[src/rtl/srlzr_sipo_rx_if.sv]
// Bundle for the SIPO deserializer's serial input, output word and handshake.
// master drives the serial stream and iREADY; slave is the deserializer.
interface srlzr_sipo_rx_if #(
  parameter int unsigned DATA_WIDTH = 8
);
  logic                  iSRL_IN;
  logic                  iBIT_EN;
  logic                  iSYNC;
  logic                  iREADY;
  logic [DATA_WIDTH-1:0] oDATA;
  logic                  oVALID;
  logic                  oBUSY;
  logic                  oOVERRUN;
  logic                  oPAR_ERR;

  modport master (
    output iSRL_IN, iBIT_EN, iSYNC, iREADY,
    input  oDATA, oVALID, oBUSY, oOVERRUN, oPAR_ERR
  );

  modport slave (
    input  iSRL_IN, iBIT_EN, iSYNC, iREADY,
    output oDATA, oVALID, oBUSY, oOVERRUN, oPAR_ERR
  );
endinterface

[src/rtl/srlzr_sipo_rx.sv]
// Serial-in/parallel-out deserializer: LSB-first frames, sync-framed, valid/ready output register.
// Define PARITY_CHECK_EN to expect a trailing parity bit per frame and report oPAR_ERR.
module srlzr_sipo_rx #(
  parameter int unsigned DATA_WIDTH = 8,
  parameter bit          PAR_ODD    = 1'b0
) (
  input  logic             clk,
  input  logic             rst,
  srlzr_sipo_rx_if.slave   bus
);
  localparam int unsigned CntW = $clog2(DATA_WIDTH + 1);

  typedef enum logic [1:0] {StIdle, StShift, StParity} state_e;

  state_e                state_q, state_d;
  logic [CntW-1:0]       cnt_q, cnt_d;
  logic [DATA_WIDTH-1:0] sreg_q, sreg_d;
  logic [DATA_WIDTH-1:0] data_q, data_d;
  logic                  valid_q, valid_d;
  logic                  ovr_q, ovr_d;
  logic                  commit;
  logic [DATA_WIDTH-1:0] word;
`ifdef PARITY_CHECK_EN
  logic                  perr_q, perr_d;
  logic                  word_err;
`endif

  always_comb begin
    state_d = state_q;
    cnt_d   = cnt_q;
    sreg_d  = sreg_q;
    data_d  = data_q;
    valid_d = valid_q;
    ovr_d   = 1'b0;
    commit  = 1'b0;
    word    = sreg_q;
`ifdef PARITY_CHECK_EN
    perr_d   = perr_q;
    word_err = 1'b0;
`endif

    if (valid_q && bus.iREADY) begin
      valid_d = 1'b0;
`ifdef PARITY_CHECK_EN
      perr_d  = 1'b0;
`endif
    end

    if (bus.iBIT_EN) begin
      case (state_q)
        StIdle: begin
          if (bus.iSYNC) begin
            sreg_d    = '0;
            sreg_d[0] = bus.iSRL_IN;
            cnt_d     = CntW'(1);
            state_d   = StShift;
          end
        end
        StShift: begin
          if (bus.iSYNC) begin
            // Resync: the partial word is silently discarded.
            sreg_d    = '0;
            sreg_d[0] = bus.iSRL_IN;
            cnt_d     = CntW'(1);
          end else begin
            for (int unsigned i = 0; i < DATA_WIDTH; i++) begin
              if (cnt_q == CntW'(i)) sreg_d[i] = bus.iSRL_IN;
            end
            if (cnt_q == CntW'(DATA_WIDTH - 1)) begin
`ifdef PARITY_CHECK_EN
              cnt_d   = CntW'(DATA_WIDTH);
              state_d = StParity;
`else
              commit  = 1'b1;
              word    = sreg_d;
              cnt_d   = '0;
              state_d = StIdle;
`endif
            end else begin
              cnt_d = cnt_q + CntW'(1);
            end
          end
        end
`ifdef PARITY_CHECK_EN
        StParity: begin
          if (bus.iSYNC) begin
            sreg_d    = '0;
            sreg_d[0] = bus.iSRL_IN;
            cnt_d     = CntW'(1);
            state_d   = StShift;
          end else begin
            commit   = 1'b1;
            word     = sreg_q;
            word_err = bus.iSRL_IN ^ (^sreg_q) ^ PAR_ODD;
            cnt_d    = '0;
            state_d  = StIdle;
          end
        end
`endif
        default: state_d = StIdle;
      endcase
    end

    // A commit may land in the same cycle the held word is consumed.
    if (commit) begin
      if (!valid_q || bus.iREADY) begin
        data_d  = word;
        valid_d = 1'b1;
`ifdef PARITY_CHECK_EN
        perr_d  = word_err;
`endif
      end else begin
        ovr_d = 1'b1;
      end
    end
  end

  always_ff @(posedge clk) begin
    if (!rst) begin
      state_q <= StIdle;
      cnt_q   <= '0;
      sreg_q  <= '0;
      data_q  <= '0;
      valid_q <= 1'b0;
      ovr_q   <= 1'b0;
`ifdef PARITY_CHECK_EN
      perr_q  <= 1'b0;
`endif
    end else begin
      state_q <= state_d;
      cnt_q   <= cnt_d;
      sreg_q  <= sreg_d;
      data_q  <= data_d;
      valid_q <= valid_d;
      ovr_q   <= ovr_d;
`ifdef PARITY_CHECK_EN
      perr_q  <= perr_d;
`endif
    end
  end

  assign bus.oDATA    = data_q;
  assign bus.oVALID   = valid_q;
  assign bus.oBUSY    = (state_q != StIdle);
  assign bus.oOVERRUN = ovr_q;
`ifdef PARITY_CHECK_EN
  assign bus.oPAR_ERR = perr_q;
`else
  assign bus.oPAR_ERR = 1'b0;
`endif
endmodule
[src/flat_wrapper.sv]
// flat-port wrapper written by rule: the top's interface ports become plain ports
module srlzr_sipo_rx_flat 
#(
  parameter int unsigned DATA_WIDTH = 8,
  parameter bit          PAR_ODD    = 1'b0
)
  (clk, rst, bus_iSRL_IN, bus_iBIT_EN, bus_iSYNC, bus_iREADY, bus_oDATA, bus_oVALID, bus_oBUSY, bus_oOVERRUN, bus_oPAR_ERR);
  srlzr_sipo_rx_if #(.DATA_WIDTH(DATA_WIDTH)) bus_i ();
  input  logic clk;
  input  logic rst;
  input wire logic [$bits(bus_i.iSRL_IN)-1:0] bus_iSRL_IN;
  input wire logic [$bits(bus_i.iBIT_EN)-1:0] bus_iBIT_EN;
  input wire logic [$bits(bus_i.iSYNC)-1:0] bus_iSYNC;
  input wire logic [$bits(bus_i.iREADY)-1:0] bus_iREADY;
  output wire logic [$bits(bus_i.oDATA)-1:0] bus_oDATA;
  output wire logic [$bits(bus_i.oVALID)-1:0] bus_oVALID;
  output wire logic [$bits(bus_i.oBUSY)-1:0] bus_oBUSY;
  output wire logic [$bits(bus_i.oOVERRUN)-1:0] bus_oOVERRUN;
  output wire logic [$bits(bus_i.oPAR_ERR)-1:0] bus_oPAR_ERR;
  assign bus_i.iSRL_IN = bus_iSRL_IN;
  assign bus_i.iBIT_EN = bus_iBIT_EN;
  assign bus_i.iSYNC = bus_iSYNC;
  assign bus_i.iREADY = bus_iREADY;
  assign bus_oDATA = bus_i.oDATA;
  assign bus_oVALID = bus_i.oVALID;
  assign bus_oBUSY = bus_i.oBUSY;
  assign bus_oOVERRUN = bus_i.oOVERRUN;
  assign bus_oPAR_ERR = bus_i.oPAR_ERR;
  srlzr_sipo_rx #(.DATA_WIDTH(DATA_WIDTH), .PAR_ODD(PAR_ODD)) u_core (.clk(clk), .rst(rst), .bus(bus_i));
endmodule
[config.mk]
export PLATFORM = sky130hd
export DESIGN_NAME = srlzr_sipo_rx_flat
export DESIGN_NICKNAME = d
export VERILOG_FILES = /design/src/rtl/srlzr_sipo_rx_if.sv /design/src/rtl/srlzr_sipo_rx.sv /design/src/flat_wrapper.sv
export SDC_FILE = /design/constraint.sdc
export NUM_CORES = 1
export LEC_CHECK = 0
export CAP_MARGIN = 15
export CORE_MARGIN = 2
export CORE_UTILIZATION = 36
export DETAILED_ROUTE_END_ITERATION = 7
export PLACE_DENSITY_LB_ADDON = 0.12
export REMOVE_ABC_BUFFERS = 1
export SYNTH_ARGS = -nofsm -noshare
export SYNTH_HDL_FRONTEND = slang
export SYNTH_SLANG_ARGS = --single-unit
[constraint.sdc]
create_clock -name clk -period 2.75 [get_ports clk]
set_input_delay 0.275 -clock clk [delete_from_list [all_inputs] [get_ports clk]]
set_output_delay 0.275 -clock clk [all_outputs]
set_load 0.1 [all_outputs]
==> qor.yml, run 1 <==
clocking:
  root_buffer: "clkbuf_4"
  clock-sinks: 22
  clk_latency_ns: 0.32
  cts.reportedPaths.clkPinSlew_ns: 0.13
  cts_resized: 0
  hold_buffers: 0
  clk_path_buf_depth: 2
  cts_tree: "done"
  cts_setup_buffers: 0
  htreeDepth: 1
  cts_buffers: 3
timing:
  final-setup-viol-count: 0
  hold_ws_ns: 0.511
  hold_viol_final: 0
  setup_tns_ns: 0
  maxClockFrequency_ghz: 0.567
  grt_setup_unrepaired: "false"
  period_share: 0.641
  final.setup_skew_ns: 0.00392
  slew_headroom: 0.550
  slew_violations: 0
  tightest_slew_ns: 0.674
  finalCriticalPeriod_ns: 1.76
setup_path:
  critPathKind: "register to register"
  r2r-end: "u_core.bus.oDATA[6]"
  worst_path_max_delay_cell: "and4b_1"
  rrSetupSlack_ns: 0.99
  crit_path_max_fanout: 11
  cp_cell_sequence: "ha_1 -> and4b_1 -> and3_4 -> a211oi_2"
  cp.arrival_ns: 1.95
  worstPathRequired_ns: 2.94
  rr_worst_depth: 4
  worstSetupStartpointType: "register"
  end_kind: "register"
  critPathMaxStageDelay_ns: 0.47
  crit-reg2reg-launch: "u_core.cnt_q[0]"
min_path:
  hp-start: "u_core.sreg_q[1]"
  hold_class: "register to register"
  holdPathStages: 2
  min_to: "u_core.sreg_q[1]"
grt:
  grt_pass1_wl_um: 4830
  antenna_found_initial: 0
  grt_pass1_vias: 950
  track_usage: 0.157
  grt_start_max_net_pins: 17
  grt-ovfl-total: 0
synthesis:
  synth.area.top_cells: "dfxtp_1 (36%), a211oi_2 (9.2%), a31oi_1 (4.1%), ha_1 (4.1%), o31ai_1 (3.7%)"
  syn-cell-area_um2: 1220
  synth_top_area_frac: 0.360
  yosys_warnings: 0
  avgSynthCellArea_um2: 9.57
  ys_seq_area_frac: 0.360
  async_flop_share: 0
  synth_edf_count: 0
  netlist_instances: 128
  synth_seq_cells: 22
  yosysTopAreaCell: "dfxtp_1"
  yosysUniqueCellTypes: 41
  yosys_most_used_dff: "dfxtp_1"
pwr:
  peakVddDrop_mv: 0.329
  p_leak_nw: 0.506
  powerDensity_nw_per_um2: 425
place:
  portBuffers: 16
  gp_congestion: 0.755
  hpwl_um: 1970
route:
  drtAntennaViolNets: 0
  wl_um: 2720
  wl_per_cell_um: 15.0
  first_iter_violations: 20
  vias: 986
  dr.pass1.iters: 4
  drc: 0
  post_drt_via_cell_ratio: 5.42
floorplanning:
  io_pins: 18
  die_w_um: 62.3
  fp-row-count: 21
  coreArea_um2: 3310
  die_height_um: 62.3
  dieArea_um2: 3890
  initial_core_util: 0.370
final_layout:
  drive_gt1_frac: 0.199
  area_delta_synth_final_pct: 12.0
  final_core_util: 0.414
  nets: 147
  antenna_cells: 0
flow_run:
  maxCapViolations: 0
status:
  status: "finished clean"
-- worst max-delay path by stage --
| stage | start | end | slack (ns) |
|---|---|---|---|
| 2_1_floorplan | u_core.state_q[0] | u_core.bus.oDATA[0] | 0.68 |
| 3_3_place_gp | bus_iBIT_EN | u_core.cnt_q[3] | 0.85 |
| 3_5_place_dp | bus_iBIT_EN | u_core.bus.oDATA[7] | 0.80 |
| 4_1_cts | u_core.cnt_q[2] | u_core.bus.oDATA[6] | 0.98 |
| 5_1_grt | u_core.cnt_q[2] | u_core.bus.oDATA[7] | 0.87 |
| 6_report | u_core.cnt_q[0] | u_core.bus.oDATA[6] | 0.99 |
-- worst max-delay path, delay by kind of cell (launching register included) --
kind / cells / cell delay [ns]
simple gates: 2 / 0.83
fa+ha+maj: 1 / 0.27
flops: 1 / 0.44
compound gates: 1 / 0.09
-- placed cells by master, fill, tap and decap left out, types with 2 or more instances in the layout --
cell type	instances
nand3b_1	5
o211ai_1	3
nand3_1	5
o21ai_0	2
nor3_1	2
clkbuf_4	3
mux2i_1	4
ha_1	4
a32o_1	3
and3b_1	2
a21boi_1	2
o31ai_1	6
and3_1	2
clkdlybuf4s50_1	5
inv_1	8
nand2_1	4
a21oi_1	5
a211oi_2	9
dfxtp_1	22
a31oi_1	8
o21a_1	2
or3_1	2
buf_4	11
-- cell usage after synthesis (all sizes together) (3+ instances only) --
| cell | n |
|---|---|
| mux2i | 4 |
| nand3 | 5 |
| o211ai | 3 |
| a32o | 3 |
| dfxtp | 22 |
| buf | 9 |
| o21ai | 3 |
| nand2 | 4 |
| clkbuf | 3 |
| o31ai | 6 |
| a211oi | 9 |
| a31oi | 8 |
| and3 | 3 |
| a21oi | 5 |
| ha | 4 |
| nand3b | 5 |
| inv | 8 |
-- stage by stage --
step	instances	instance area [µm²]	worst slack, ns	power, W
finish	182	1370	0.987	0.000583
global route	182	1370	0.874	0.000617
CTS	182	1370	0.982	0.000590
detailed placement	178	1340	0.804	0.000402
global placement	178	1340	0.854	0.000402
floorplan	116	1140	0.680	0.000377
-- area by class of cell --
cell class | instances | area [µm²]
clock buffers | 4 | 36.3
fillers | 372 | 1940
inverters | 8 | 30.0
multi-input cells | 86 | 674
flip-flops and latches | 22 | 440
well taps | 46 | 57.6
repair buffers | 16 | 133
-- metal layers --
layer / wire length [µm] / GRT usage / vias up / part of all wire
met5: 0 / 0 / - / 0
met4: 56 / 0.0667 / 0 / 0.021
met3: 120 / 0.0199 / 5 / 0.044
met2: 1250 / 0.249 / 23 / 0.46
met1: 1290 / 0.216 / 463 / 0.47
li1: - / - / 495 / -
-- logic make-up (layout without fill, tap and decap cells) --
group,Yosys count,after routing,synth area share
other cells,1,1,0.00306
simple gates,34,34,0.190
mux,4,4,0.0327
fa+ha+maj,4,4,0.0409
buf+inv,20,28,0.0899
compound gates,43,43,0.284
flops,22,22,0.360
-- registers in the layout, summed over array words and instances (netlist names) --
signal and count:
u_core.bus.oDATA 8, u_core.bus.oVALID 1, u_core.state_q 1, u_core.bus.oOVERRUN 1
u_core.sreg_q 7, u_core.cnt_q 4
-- power breakdown --
group          switching, W   total, W  internal, W  leakage, nW
sequential       0.00000602   0.000328     0.000322        0.178
clock              0.000107   0.000188    0.0000811       0.0210
combinational     0.0000445  0.0000661    0.0000216        0.307
Note: power is estimated with default switching activity, not from simulation.
==> run 2: changes to the inputs <==
- clock period: 2.75 -> 1.5 ns (I/O delays scaled with it)
==> run 2 against run 1 <==
Effect of this change: clock-buffer cell count stayed put; routed wire length is 9.4% higher; fmax is 26% higher; highest routed layer unchanged; cell count is 11% higher; non-clock buffer count is 20 higher; critical path depth stayed put; combinational power is 140% higher; global-route usage is 1.3 points higher; clock skew is 0.0033 ns lower.
==> qor.yml, run 2 (synthesis results as in run 1) <==
route:
  post_drt_via_cell_ratio: 5.37  # -0.95%
  wl_per_cell_um: 14.7  # -1.4%
  dr.pass1.iters: 4  # unchanged
  drc: 0  # unchanged
  top_layer: "met4"
  first_iter_violations: 30  # +50%
  wl_met3_um: 120  # unchanged
  wl_met1_um: 1450  # +12%
  wl_um: 2980  # +9.4%
  drtAntennaViolNets: 0  # unchanged
  vias: 1084  # +9.9%
  wl_met2_um: 1360  # +8.7%
floorplanning:
  dieArea_um2: 3890  # unchanged
  io_pins: 18  # unchanged
  fp-row-count: 21  # unchanged
  initial_core_util: 0.370  # unchanged
  die_w_um: 62.3  # unchanged
  coreArea_um2: 3310  # unchanged
  die_height_um: 62.3  # unchanged
final_layout:
  area_delta_synth_final_pct: 37.8
  final_cell_mix: "dfxtp_1 (20), buf_4 (19), buf_12 (12), a211oi_2 (9)"
  nets: 167  # +14%
  antenna_cells: 0  # unchanged
  final_common_cell: "dfxtp_1"
  largest_reg_flops: 8  # unchanged
  drive_gt1_frac: 0.333  # +0.135
  final_core_util: 0.510  # +0.0956
min_path:
  hold_class: "register to register"
timing:
  period_share: 0.931  # +0.290
  final.setup_skew_ns: 0.000649  # -0.00327 ns
  layout_setup_ws_ns: 0.104  # -0.883 ns
  maxClockFrequency_ghz: 0.716  # +26%
  grt_setup_unrepaired: "false"
  finalCriticalPeriod_ns: 1.40  # -0.367 ns
  final-setup-viol-count: 0  # unchanged
  hold_viol_final: 0  # unchanged
  slew_violations: 0  # unchanged
place:
  hpwl_um: 2230  # +14%
  portBuffers: 16  # unchanged
  gp_congestion: 0.836  # +11%
  pre_cts_ws_ns: -0.0995  # -0.903 ns
pwr:
  peakVddDrop_mv: 0.406  # +24%
  powerDensity_nw_per_um2: 656  # +55%
  power.total_w: 0.00111  # +90%
  p_switching_w: 0.000299  # +90%
  clockPowerShare: 0.312  # -0.011
  p_comb_frac: 0.146  # +0.033
  power_frac_seq: 0.542  # -0.022
  p_leak_nw: 0.645  # +28%
  p_sw_frac: 0.269  # -0.000766
  p_int_w: 0.000809  # +90%
setup_path:
  worstPathRequired_ns: 1.71  # -1.23 ns
  cp.arrival_ns: 1.61  # -0.34 ns
  critPathKind: "register to register"
  crit_path_max_fanout: 12  # +1
  end_kind: "register"
  worstSetupStartpointType: "register"
grt:
  antenna_found_initial: 0  # unchanged
  grt_pass1_vias: 1106  # +16%
  grt_pass1_wl_um: 5240  # +8.6%
  grt_start_max_net_pins: 17  # unchanged
  grt-ovfl-total: 0  # unchanged
  track_usage: 0.170  # +0.0134
clocking:
  clock-sinks: 22  # unchanged
  htreeDepth: 1  # unchanged
  clk_path_buf_depth: 2  # unchanged
  cts_buffers: 3  # unchanged
  clk_latency_ns: 0.32  # about the same
  root_buffer: "clkbuf_4"
  cts_tree: "done"
  cts.reportedPaths.clkPinSlew_ns: 0.13  # about the same
status:
  status: "finished clean"
flow_run:
  maxCapViolations: 0  # unchanged
run 2: cell types whose count changed in the layout (fill, tap and decap cells not counted):
cell / change
and4b_2: +1
and4b_1: -1
dfxtp_2: +1
buf_12: +12
o31ai_2: +1
nor3b_1: -1
nor3b_2: +1
o31ai_1: -1
buf_4: +8
dfxtp_1: -2
dfxtp_4: +1
run 2: worst max-delay path, cell delays in order, from the launching register on:
cell and delay, ns:
dfxtp_1 0.56, and4b_2 0.32, buf_4 0.17, a31oi_1 0.17, a211oi_2 0.07
run 2: power by group through the flow:
stage | logic (W) | clock network (W) | registers, W
floorplan | 0.0000661 | 0 | 0.000625
global placement | 0.000160 | 0 | 0.000614
detailed placement | 0.000160 | 0 | 0.000613
CTS | 0.000161 | 0.000356 | 0.000601
global route | 0.000176 | 0.000381 | 0.000603
finish | 0.000161 | 0.000346 | 0.000600
run 2: area by class of cell:
| type | instances | area [µm²] |
|---|---|---|
| timing repair buffer | 36 | 433 |
| multi-input combinational | 86 | 686 |
| clock buffer | 4 | 36.3 |
| sequential | 22 | 445 |
| inverter | 8 | 30.0 |
| fill | 327 | 1620 |
| tap | 46 | 57.6 |
run 2: stage by stage:
stage	cells	setup TNS [ns]	instance area, µm²	hold slack, ns
after CTS	202	0	1670	0.507
final	202	0	1690	0.507
after floorplan	116	-8.34	1140	0.268
after global placement	198	-0.540	1640	0.478
after global routing	202	0	1690	0.544
after detailed placement	198	-1.21	1640	0.488
run 2: metal layers:
metal,vias to the layer above,global-route usage
met1,522,0.221
li1,536,-
met4,0,0.0583
met5,-,0
met2,21,0.285
met3,5,0.0326
run 2: timing repair:
item / CTS / global route
buffers inserted: 0 / 0
resized for setup: 0 / 6
hold buffers: 0 / 0
endpoints found under the setup margin: 0 / 9
run 2: worst paths after layout:
| kind | cells after the start | slack, ns | to | start |
|---|---|---|---|---|
| max | 4 | 0.10 | u_core.bus.oDATA[3] | u_core.cnt_q[3] |
| min reg2reg | 2 | 0.51 | u_core.sreg_q[3] | u_core.sreg_q[3] |
| max reg2reg | 4 | 0.10 | u_core.bus.oDATA[3] | u_core.cnt_q[3] |
| min | 2 | 0.51 | u_core.sreg_q[3] | u_core.sreg_q[3] |
